**config.mk**
```make
export PLATFORM = sky130hd
export DESIGN_NAME = vga_timing_gen
export DESIGN_NICKNAME = d
export VERILOG_FILES = /design/src/rtl/vga_timing_gen.sv
export SDC_FILE = /design/constraint.sdc
export NUM_CORES = 1
export LEC_CHECK = 0
export ABC_AREA = 0
export CORE_MARGIN = 10
export CORE_UTILIZATION = 53
export CTS_CLUSTER_SIZE = 28
export DETAILED_ROUTE_END_ITERATION = 7
export PLACE_DENSITY = 0.8
export SLEW_MARGIN = 10
export SYNTH_ARGS = -nofsm -noshare
export SYNTH_HDL_FRONTEND = slang
export SYNTH_SLANG_ARGS = --single-unit
```
**constraint.sdc**
```tcl
create_clock -name clk -period 2.6 [get_ports clk]
set_clock_uncertainty 0.05 [all_clocks]
set_input_delay 0.39 -clock clk [delete_from_list [all_inputs] [get_ports clk]]
set_output_delay 0.39 -clock clk [all_outputs]
set_load 0.02 [all_outputs]
```
**src/rtl/vga_timing_gen.sv**
```systemverilog
// VGA raster timing: pixel-rate divider, h/v counters, zero-skew registered sync/bright decodes,
// pixel and frame strobes, and a free-running frame counter.
module vga_timing_gen #(
   parameter int DIV     = 4,
   parameter int H_TOTAL = 800,
   parameter int H_SYNC  = 96,
   parameter int H_START = 144,
   parameter int H_END   = 784,
   parameter int V_TOTAL = 525,
   parameter int V_SYNC  = 2,
   parameter int V_START = 35,
   parameter int V_END   = 515
) (
   input  logic       clk,
   input  logic       rst,
   output logic [9:0] hCount,
   output logic [9:0] vCount,
   output logic       hSync,
   output logic       vSync,
   output logic       bright,
   output logic       pix_tick,
   output logic       frame_start,
   output logic [7:0] frame_cnt
);
   localparam int DW = (DIV > 1) ? $clog2(DIV) : 1;
   localparam logic [DW-1:0] DIV_LAST = DW'(DIV - 1);
   localparam logic [9:0] H_LAST = 10'(H_TOTAL - 1);
   localparam logic [9:0] V_LAST = 10'(V_TOTAL - 1);
   localparam logic [9:0] HS  = 10'(H_SYNC);
   localparam logic [9:0] HST = 10'(H_START);
   localparam logic [9:0] HEN = 10'(H_END);
   localparam logic [9:0] VS  = 10'(V_SYNC);
   localparam logic [9:0] VST = 10'(V_START);
   localparam logic [9:0] VEN = 10'(V_END);

   logic [DW-1:0] div;
   logic          advance, h_wrap, v_wrap;
   logic [9:0]    h_nxt, v_nxt;

   assign advance = (div == DIV_LAST);
   assign h_wrap  = (hCount == H_LAST);
   assign v_wrap  = (vCount == V_LAST);

   always_comb begin
      h_nxt = h_wrap ? 10'd0 : hCount + 10'd1;
      v_nxt = vCount;
      if (h_wrap) v_nxt = v_wrap ? 10'd0 : vCount + 10'd1;
   end

   // Decodes are taken from the next-state counters so they land on the same edge as the counts.
   always_ff @(posedge clk or negedge rst) begin
      if (!rst) begin
         div         <= '0;
         hCount      <= '0;
         vCount      <= '0;
         hSync       <= 1'b0;
         vSync       <= 1'b0;
         bright      <= 1'b0;
         pix_tick    <= 1'b0;
         frame_start <= 1'b0;
         frame_cnt   <= '0;
      end else begin
         div         <= advance ? '0 : div + DW'(1);
         pix_tick    <= advance;
         frame_start <= advance && h_wrap && v_wrap;
         if (advance) begin
            hCount <= h_nxt;
            vCount <= v_nxt;
            hSync  <= (h_nxt >= HS);
            vSync  <= (v_nxt >= VS);
            bright <= (h_nxt >= HST) && (h_nxt < HEN) && (v_nxt >= VST) && (v_nxt < VEN);
            if (h_wrap && v_wrap) frame_cnt <= frame_cnt + 8'd1;
         end
      end
   end
endmodule

```
==> flow_summary.toml <==
[run_status]
outcome = "finished, final reports clean"

[floorplanning]
floorplan.initialDensity = 0.557
placement_rows = 22
die_outline_height_microns = 82.5
boundary_pins = 35
floorplan.die_area_sq_mm = 0.00681
die_width_microns = 82.5
coreArea_sq_mm = 0.00372

[logic_synthesis]
ys_seq_elements = 35
postSynthCellCount = 216
synthesis.yosys.warnings = 0
synth.distinct_cells = 53
synthDominantAreaCellType = "dfrtp_1"
synth_area_leaders = "dfrtp_1 (42%), xnor2_1 (4.2%), ha_1 (3.6%)"
dominantRegCellSynth = "dfrtp_1"
ys_async_sr_fraction = 1.00
ys_seq_area_frac = 0.423
yosys.area.top_type_share = 0.423
synth.cell_area_sq_mm = 0.00207
synth-edff-count = 0
avgSynthCellArea_sq_um = 9.59
synth_nets = 224

[global_route]
grt_max_degree = 36
global_route.usage.total = 0.153
grt_pass1_vias = 1670
globalRouteOverflowTotal = 0
initial_antenna_violation_count = 0
grt_pass1_wl_mm = 8.25

[pwr]
power_density_mw_per_mm2 = 436
post-layout-total-power_mw = 1.14
static-leakage-power_nw = 1.09
worst_ir_drop_vdd_uv = 299

[sta]
maxSlewHeadroom = 0.668
total_of_endpoints_with_negative_setup_slack_in_the_final_report = 0
timing.final.crit_share = 0.946
hold_viol_final = 0
finalMaxSlewViolations = 0
max_freq_mhz = 407
final_critical_period_ps = 2460
tightest_slew_ps = 495
rsz0062_at_grt = "false"
postLayoutSetupSlackWorst_ps = 140
setup-tns-final_ps = 0
holdWs_ps = 400

[place]
io_buffers = 34
gp_congestion = 0.845
placed_cell_area_sq_mm = 0.00248
pre_cts_ws_ps = 219
detailed_placement_hpwl_mm = 3.43
dp_cells = 295

[final_layout]
diodes = 0
n_fill_cell = 298
layout.cells.most_common = "dfrtp_1"
design_area_sq_mm = 0.00262
layoutNonFillerInstCount = 303
area_growth_syn_to_layout_pct = 26.3
mostFrequentLayoutCells = "dfrtp_1 (35), clkdlybuf4s50_1 (34), nor2_1 (17)"
nNetsFinal = 262
fraction_of_final_layout_cells_sized_beyond_drive_strength_1 = 0.122
end_of_flow_core_utilization = 0.704

[clock_tree]
cts_max_level = 2
ctsHoldBuffers = 0
clock_insertion_delay_worst_skew_ps = 290
cts_resized = 0
post-cts-setup-buffers = 0
tritoncts_sink_count = 35
clk_transition_reported_paths_ps = 70
cts.path.max_buffers = 2
cts_tree = "done"
cts_root_buf = "clkbuf_8"
numCtsBuffers = 5

[job]
max_cap_viol_count = 0

[setup_path]
required_ps = 2770
crit_buf_inv = 0
timing.critical_path.cells = "ha_1 > and4_1 > and3_1 > o21ai_0 > a22oi_1 > a21bo_2 > a31oi_1"
path_class = "flop to flop"
critPathTopFamily = "compound AO/OA/AOI/OAI gates"
critical_path_peak_fanout = 9
cp-start-kind = "flop"
critPathArrivalTime_ps = 2630
cp-end-kind = "flop"
cpMaxStageDelayCell = "and4_1"
max_stage_delay_ps = 430

[route]
detail_route.wirelength_mm = 4.78
routed-via-count = 1792
post-route-drc-count = 0
detailedRoute.firstPassIterationCount = 4
route.detailed.vias_per_inst = 5.91
drt_iter0_drcs = 133
route.detailed.wl_per_inst_microns = 15.8
ant_nets = 0

[hold_path]
holdCritPathClass = "flop to flop"
cell usage after synthesis, drive strengths merged (3+ instances only):
| master | instances |
|---|---|
| dfrtp | 35 |
| nor2 | 18 |
| nand2 | 16 |
| o21ai | 14 |
| nor3 | 11 |
| nand4 | 10 |
| xnor2 | 10 |
| nand3 | 9 |
| a21oi | 6 |
| and3 | 6 |
| buf | 6 |
| clkbuf | 6 |
| ha | 6 |
| inv | 6 |
| xor2 | 6 |
| nor2b | 5 |
| a21o | 3 |
| a31oi | 3 |
| mux2 | 3 |
| nor4 | 3 |
| o31ai | 3 |
| or3 | 3 |
worst reg2reg max path: cells and delay by family, from the launching register on:
family                     cells  cell delay [ps]
AOI/OAI and AO/OA              4              870
and+or+nand+nor                2              830
DFF                            1              420
adders and majority gates      1              220
layout make-up:
class,count,area (sq um),share of cell area
multi-input cells,163,1110,0.426
repair buffers,43,408,0.156
flip-flops and latches,35,876,0.335
inverters,6,22.5,0.00861
well taps,48,60.1,0.0230
clock buffers,5,68.8,0.0263
clock inverters,3,67.6,0.0258
path summary, 6_finish.rpt:
| path | start | endpoint | slack (ps) | cells past startpoint |
|---|---|---|---|---|
| worst max-delay path | hCount[1] | bright | 140 | 7 |
| worst min-delay path | div[0] | div[0] | 400 | 1 |
| worst max register to register | hCount[1] | bright | 140 | 7 |
| worst min register to register | div[0] | div[0] | 400 | 1 |
| max in group asynchronous | rst | vCount[0] | 1730 | 2 |
| min in group asynchronous | rst | pix_tick | 460 | 2 |
logic make-up (layout without fill, tap and decap cells):
family / after synthesis / count (layout) / share of synthesized area
xor+xnor: 16 / 16 / 0.0677
flops: 35 / 35 / 0.423
mux: 4 / 4 / 0.0211
buf+inv: 18 / 57 / 0.0393
compound gates: 48 / 48 / 0.156
simple gates: 89 / 89 / 0.257
fa+ha+maj: 6 / 6 / 0.0363
per-layer routing:
layer / up-vias / share of wire / track usage
met3: 9 / 0.085 / 0.0443
met5: - / 0 / 0
met4: 0 / 0.018 / 0.0585
li1: 878 / - / -
met1: 835 / 0.43 / 0.195
met2: 70 / 0.47 / 0.241
report_power, final:
group	switching [mW]	internal [mW]	total [mW]
combinational	0.0102	0.00230	0.0125
clock	0.201	0.382	0.584
sequential	0	0.544	0.544
flip-flops by register name, indices dropped and copies added (netlist names):
name and count:
hCount 10, vCount 10, frame_cnt 8, div 2, bright 1, frame_start 1
hSync 1, pix_tick 1, vSync 1
(Power assumes the default switching activity.)
